<file path="src/rtl/rf_scoreboard_if.sv">
// Register-file scoreboard port bundle: read ports, issue tracking, writeback.
// master drives requests; slave (the register file) returns data and status.
interface rf_scoreboard_if #(
  parameter int DATA_W = 16,
  parameter int ADDR_W = 3,
  parameter int NRD    = 2
);
  logic [NRD*ADDR_W-1:0] i_rd_addr;
  logic [NRD*DATA_W-1:0] o_rd_data;
  logic [NRD-1:0]        o_rd_busy;
  logic                  i_issue_en;
  logic [ADDR_W-1:0]     i_issue_addr;
  logic                  o_issue_stall;
  logic                  i_wr_en;
  logic [ADDR_W-1:0]     i_wr_addr;
  logic [DATA_W-1:0]     i_wr_data;
  logic                  i_wr_only_high;
  logic                  o_err;

  modport master (
    output i_rd_addr, i_issue_en, i_issue_addr,
    output i_wr_en, i_wr_addr, i_wr_data, i_wr_only_high,
    input  o_rd_data, o_rd_busy, o_issue_stall, o_err
  );

  modport slave (
    input  i_rd_addr, i_issue_en, i_issue_addr,
    input  i_wr_en, i_wr_addr, i_wr_data, i_wr_only_high,
    output o_rd_data, o_rd_busy, o_issue_stall, o_err
  );
endinterface

</file>
<file path="src/rtl/rf_scoreboard.sv">
// Register file with per-register pending-write counters for RAW stalls.
// Define RF_BYPASS_EN to forward same-cycle writeback data to the read ports.
module rf_scoreboard #(
  parameter int DATA_W   = 16,
  parameter int NREGS    = 8,
  parameter int ADDR_W   = 3,
  parameter int NRD      = 2,
  parameter int PEND_MAX = 3
) (
  input logic           clk,
  input logic           rst,
  rf_scoreboard_if.slave bus
);
  localparam int PW = $clog2(PEND_MAX + 1);
  localparam int HW = DATA_W / 2;
  localparam logic [PW-1:0] PMAX = PW'(PEND_MAX);

  logic [NREGS-1:0][DATA_W-1:0] regs;
  logic [NREGS-1:0][PW-1:0]     pend;
  logic                         err_q;

  logic [NREGS-1:0]      iss_sel;
  logic [NREGS-1:0]      wr_sel;
  logic [NREGS-1:0]      pz;
  logic                  stall;
  logic [DATA_W-1:0]     wr_val;
  logic                  err_set;
  logic [NRD*DATA_W-1:0] rd_data;
  logic [NRD-1:0]        rd_busy;

  // Out-of-range addresses match no register, so they are ignored.
  always_comb begin
    iss_sel = '0;
    wr_sel  = '0;
    pz      = '0;
    stall   = 1'b0;
    wr_val  = bus.i_wr_data;
    for (int r = 0; r < NREGS; r++) begin
      pz[r] = (pend[r] == '0);
      if (bus.i_issue_addr == ADDR_W'(r)) begin
        iss_sel[r] = 1'b1;
        stall      = (pend[r] == PMAX);
      end
      if (bus.i_wr_addr == ADDR_W'(r)) begin
        wr_sel[r] = bus.i_wr_en;
        if (bus.i_wr_only_high)
          wr_val = {bus.i_wr_data[DATA_W-1:HW],
                    regs[r][HW-1:0]};
      end
    end
    iss_sel = iss_sel & {NREGS{bus.i_issue_en & ~stall}};
    err_set = |(wr_sel & ~iss_sel & pz);
  end

  always_ff @(posedge clk or posedge rst) begin
    if (rst) begin
      regs  <= '0;
      pend  <= '0;
      err_q <= 1'b0;
    end else begin
      for (int r = 0; r < NREGS; r++) begin
        if (wr_sel[r])
          regs[r] <= wr_val;
        if (iss_sel[r] && !wr_sel[r])
          pend[r] <= pend[r] + PW'(1);
        else if (wr_sel[r] && !iss_sel[r] && !pz[r])
          pend[r] <= pend[r] - PW'(1);
      end
      if (err_set)
        err_q <= 1'b1;
    end
  end

  always_comb begin
    rd_data = '0;
    rd_busy = '0;
    for (int k = 0; k < NRD; k++) begin
      for (int r = 0; r < NREGS; r++) begin
        if (bus.i_rd_addr[k*ADDR_W +: ADDR_W] == ADDR_W'(r)) begin
          rd_data[k*DATA_W +: DATA_W] = regs[r];
          rd_busy[k] = !pz[r];
`ifdef RF_BYPASS_EN
          if (wr_sel[r]) begin
            rd_data[k*DATA_W +: DATA_W] = wr_val;
            rd_busy[k] = (pend[r] > PW'(1));
          end
`endif
        end
      end
    end
  end

  assign bus.o_rd_data     = rd_data;
  assign bus.o_rd_busy     = rd_busy;
  assign bus.o_issue_stall = stall;
  assign bus.o_err         = err_q;
endmodule

</file>
<file path="src/flat_wrapper.sv">
// flat-port wrapper written by rule: the top's interface ports become plain ports
module rf_scoreboard_flat 
#(
  parameter int DATA_W   = 16,
  parameter int NREGS    = 8,
  parameter int ADDR_W   = 3,
  parameter int NRD      = 2,
  parameter int PEND_MAX = 3
)
  (clk, rst, bus_i_rd_addr, bus_i_issue_en, bus_i_issue_addr, bus_i_wr_en, bus_i_wr_addr, bus_i_wr_data, bus_i_wr_only_high, bus_o_rd_data, bus_o_rd_busy, bus_o_issue_stall, bus_o_err);
  rf_scoreboard_if #(.DATA_W(DATA_W), .ADDR_W(ADDR_W), .NRD(NRD)) bus_i ();
  input logic clk;
  input logic rst;
  input wire logic [$bits(bus_i.i_rd_addr)-1:0] bus_i_rd_addr;
  input wire logic [$bits(bus_i.i_issue_en)-1:0] bus_i_issue_en;
  input wire logic [$bits(bus_i.i_issue_addr)-1:0] bus_i_issue_addr;
  input wire logic [$bits(bus_i.i_wr_en)-1:0] bus_i_wr_en;
  input wire logic [$bits(bus_i.i_wr_addr)-1:0] bus_i_wr_addr;
  input wire logic [$bits(bus_i.i_wr_data)-1:0] bus_i_wr_data;
  input wire logic [$bits(bus_i.i_wr_only_high)-1:0] bus_i_wr_only_high;
  output wire logic [$bits(bus_i.o_rd_data)-1:0] bus_o_rd_data;
  output wire logic [$bits(bus_i.o_rd_busy)-1:0] bus_o_rd_busy;
  output wire logic [$bits(bus_i.o_issue_stall)-1:0] bus_o_issue_stall;
  output wire logic [$bits(bus_i.o_err)-1:0] bus_o_err;
  assign bus_i.i_rd_addr = bus_i_rd_addr;
  assign bus_i.i_issue_en = bus_i_issue_en;
  assign bus_i.i_issue_addr = bus_i_issue_addr;
  assign bus_i.i_wr_en = bus_i_wr_en;
  assign bus_i.i_wr_addr = bus_i_wr_addr;
  assign bus_i.i_wr_data = bus_i_wr_data;
  assign bus_i.i_wr_only_high = bus_i_wr_only_high;
  assign bus_o_rd_data = bus_i.o_rd_data;
  assign bus_o_rd_busy = bus_i.o_rd_busy;
  assign bus_o_issue_stall = bus_i.o_issue_stall;
  assign bus_o_err = bus_i.o_err;
  rf_scoreboard #(.DATA_W(DATA_W), .NREGS(NREGS), .ADDR_W(ADDR_W), .NRD(NRD), .PEND_MAX(PEND_MAX)) u_core (.clk(clk), .rst(rst), .bus(bus_i));
endmodule
</file>
<file path="config.mk">
export PLATFORM = sky130hd
export DESIGN_NAME = rf_scoreboard_flat
export DESIGN_NICKNAME = d
export VERILOG_FILES = /design/src/rtl/rf_scoreboard_if.sv /design/src/rtl/rf_scoreboard.sv /design/src/flat_wrapper.sv
export SDC_FILE = /design/constraint.sdc
export NUM_CORES = 1
export LEC_CHECK = 0
export ABC_AREA = 1
export CAP_MARGIN = 5
export CORE_ASPECT_RATIO = 1.75
export CORE_MARGIN = 2
export CORE_UTILIZATION = 30
export DETAILED_ROUTE_END_ITERATION = 12
export PLACE_DENSITY = 0.48
export SLEW_MARGIN = 10
export SYNTH_ARGS = -nofsm -noshare
export SYNTH_HDL_FRONTEND = slang
export SYNTH_SLANG_ARGS = --single-unit
export TNS_END_PERCENT = 5
</file>
<file path="constraint.sdc">
create_clock -name clk -period 5.5 [get_ports clk]
set_input_delay 1.1 -clock clk [delete_from_list [all_inputs] [get_ports clk]]
set_output_delay 1.1 -clock clk [all_outputs]
set_load 0.02 [all_outputs]
</file>
==> results.sh, run 1 <==
export IMPL_status="finished clean"
export IMPL_tns_ns=0
export IMPL_grt_max_degree=79
export IMPL_r2r_start="u_core.pend[4]"
export IMPL_num_rows=81
export IMPL_antenna_found_initial=0
export IMPL_drt_iter0_drc=756
export IMPL_path_clk_slew_ns=0.06
export IMPL_dp_hpwl_mm=24.6
export IMPL_clkSinkCount=145
export IMPL_power_density_nw_per_um2=372
export IMPL_ys_seq_area_share_pct=43.3
export IMPL_gp_congestion=0.901
export IMPL_grt_pass1_wl_mm=51.3
export IMPL_routedWlPerCell_um=20.9
export IMPL_endpoint="bus_o_rd_data[22]"
export IMPL_cp_top_family="buffers and inverters"
export IMPL_diodes=0
export IMPL_r2r_slack_ns=3.63
export IMPL_cts_resized_gates=0
export IMPL_dp_slack_ns=0.662
export IMPL_max_freq_ghz=0.204
export IMPL_maxSlewViolCount=0
export IMPL_syn_area_sq_um=8390
export IMPL_ant_nets=0
export IMPL_cts_tree="done"
export IMPL_slowest_stage="clkdlybuf4s50_1"
export IMPL_hold_buffers=0
export IMPL_die_x_um=130
export IMPL_finalWirelength_mm=34.2
export IMPL_clock_latency_ns=0.43
export IMPL_slew_headroom_pct=29.2
export IMPL_r2r_end="u_core.pend[2]"
export IMPL_ios=69
export IMPL_grt_pass1_vias=8628
export IMPL_p_leak_nw=4.72
export IMPL_clockBufferDepth=2
export IMPL_tightest_slew_ns=1.06
export IMPL_route_detailed_drc=0
export IMPL_ys_ff_latch=145
export IMPL_critPathArrivalTime_ns=3.79
export IMPL_rsz0062_at_grt="false"
export IMPL_period_share_pct=88.9
export IMPL_cts_buffers_inserted=17
export IMPL_yosysWarnings=0
export IMPL_path_depth=10
export IMPL_path_buf_inv=4
export IMPL_fin_crit_ns=4.89
export IMPL_first_pass_iters=7
export IMPL_maxCapViolCount=0
export IMPL_syn_avg_cell_area_sq_um=7.08
export IMPL_reg2regPathDepth=12
export IMPL_cpPeakStageDelay_ns=0.57
export IMPL_ys_types=32
export IMPL_via_per_inst=5.32
export IMPL_cp_end_kind="primary output"
export IMPL_total_power_mw=3.76
export IMPL_dieHeight_um=225
export IMPL_die_area_sq_um=29400
export IMPL_start_util_pct=30.2
export IMPL_worstSetupPathType="in -> out"
export IMPL_synthCells=1185
export IMPL_cts_setup_buffers=0
export IMPL_fillers=3015
export IMPL_final_common_cell="nand2_1"
export IMPL_cts_root_buf="clkbuf_16"
export IMPL_hold_path_class="reg -> reg"
export IMPL_worstSetupStartpoint="bus_i_rd_addr[5]"
export IMPL_core_sq_um=27800
export IMPL_finClkSkew_ns=0.00454
export IMPL_worst_ep_required_time_ns=4.40
export IMPL_area_growth_pct=20.7
export IMPL_dr_total_vias=8699
export IMPL_path_max_fanout=9
export IMPL_whs_ns=0.479
export IMPL_finalSetupViolations=0
export IMPL_grt_usage_pct=23.9
export IMPL_final_nets=1286
export IMPL_crit_chain="clkdlybuf4s50_1 > inv_2 > nand3_1 > buf_4 > o22ai_1 > a21oi_1 > o21ai_0 > a21oi_1 > o2111ai_1 > clkdlybuf4s50_1"
export IMPL_grt_overflow=0
export IMPL_io_buffers=68
export IMPL_layout_common_cells="407 x nand2_1, 145 x dfrtp_1, 122 x inv_1"
export IMPL_final_core_util_pct=36.5
export IMPL_setup_ws_ns=0.609
export IMPL_cp_start_kind="primary input"
export IMPL_cts_max_level=4
export IMPL_peakVddDrop_mv=0.229
export IMPL_drive_gt1_share_pct=7.92
export IMPL_hold_viol_final=0
export IMPL_synth_nets=1218
Yosys cell counts:
cell type / count / area (sq um)
nand3_2: 1 / 10.0
inv_2: 17 / 63.8
and3_1: 1 / 6.26
nand4_1: 9 / 56.3
o21bai_1: 1 / 7.51
a221o_1: 5 / 50.1
nand3b_1: 1 / 7.51
clkbuf_1: 33 / 124
a221oi_1: 2 / 17.5
nand2_1: 407 / 1530
buf_1: 1 / 3.75
inv_1: 123 / 462
a21oi_1: 83 / 415
or2_2: 2 / 12.5
nor3_2: 9 / 90.1
o21ai_1: 30 / 150
or2_1: 5 / 31.3
o22ai_1: 45 / 282
dfrtp_1: 145 / 3630
nor2_1: 55 / 206
o2111ai_1: 32 / 280
clkinv_1: 1 / 3.75
o221ai_1: 1 / 8.76
nand2_2: 8 / 50.1
buf_6: 1 / 11.3
o21ai_0: 93 / 465
nor3_1: 5 / 25.0
o211ai_1: 3 / 22.5
xor2_1: 8 / 70.1
nand3_1: 40 / 200
nor2_2: 7 / 43.8
buf_2: 11 / 55.1
logic make-up after synthesis:
kind of cell	after synthesis	synth area share [%]
buffers and inverters	187	8.62
and+or+nand+nor	550	27.0
xor gates and xnor gates	8	0.835
DFF	145	43.3
AOI/OAI and AO/OA	295	20.3
worst min-delay path, delay by kind of cell, from the launching register on:
family	cells	cell delay, ns
DFF	1	0.34
and+or+nand+nor	2	0.10
stage by stage:
stage               area, sq um  instances
finish                    10100       1636
global route              10100       1636
CTS                       10100       1636
detailed placement         9570       1607
global placement           9570       1607
floorplan                  8390       1185
layer usage:
layer	up-vias	track usage [%]	wire, um
li1	4047	-	-
met1	4251	26.4	12700
met2	299	43.5	18100
met3	102	3.30	1390
met4	0	13.1	2010
met5	-	0	0
report_power, final:
group,internal (mW),total [mW],leakage [nW],switching (mW)
combinational,0.383,1.07,2.62,0.692
sequential,1.32,1.53,1.82,0.212
clock,0.692,1.16,0.281,0.466
total,2.39,3.76,4.72,1.37
final cells by class:
type	count	area (sq um)	area share, %
multi-input combinational	853	4040	39.9
sequential	145	3630	35.8
timing repair buffer	95	896	8.85
inverter	141	534	5.28
clock buffer	22	474	4.68
tap	373	467	4.61
clock inverter	7	85.1	0.840
flip-flops by register name, summed over array words and instances (netlist names):
signal,cells
u_core.regs,128
u_core.pend,16
u_core.bus.o_err,1
worst min-delay path by stage:
stage               startpoint         endpoint  slack [ns]  depth (start not counted)
3_5_place_dp   u_core.regs[53]  u_core.regs[53]        0.47                          2
2_1_floorplan  u_core.regs[16]  u_core.regs[16]        0.45                          2
6_report       u_core.regs[52]  u_core.regs[52]        0.48                          2
5_1_grt        u_core.regs[20]  u_core.regs[20]        0.49                          2
4_1_cts        u_core.regs[53]  u_core.regs[53]        0.48                          2
3_3_place_gp   u_core.regs[54]  u_core.regs[54]        0.46                          2
Note: power is estimated with default switching activity, not from simulation.
==> run 2, diff against run 1 <==
Settings changed: TNS_END_PERCENT 5 to default.
==> results of run 2 <==
No change in the layout: final DEF, timing and power equal those of run 1.
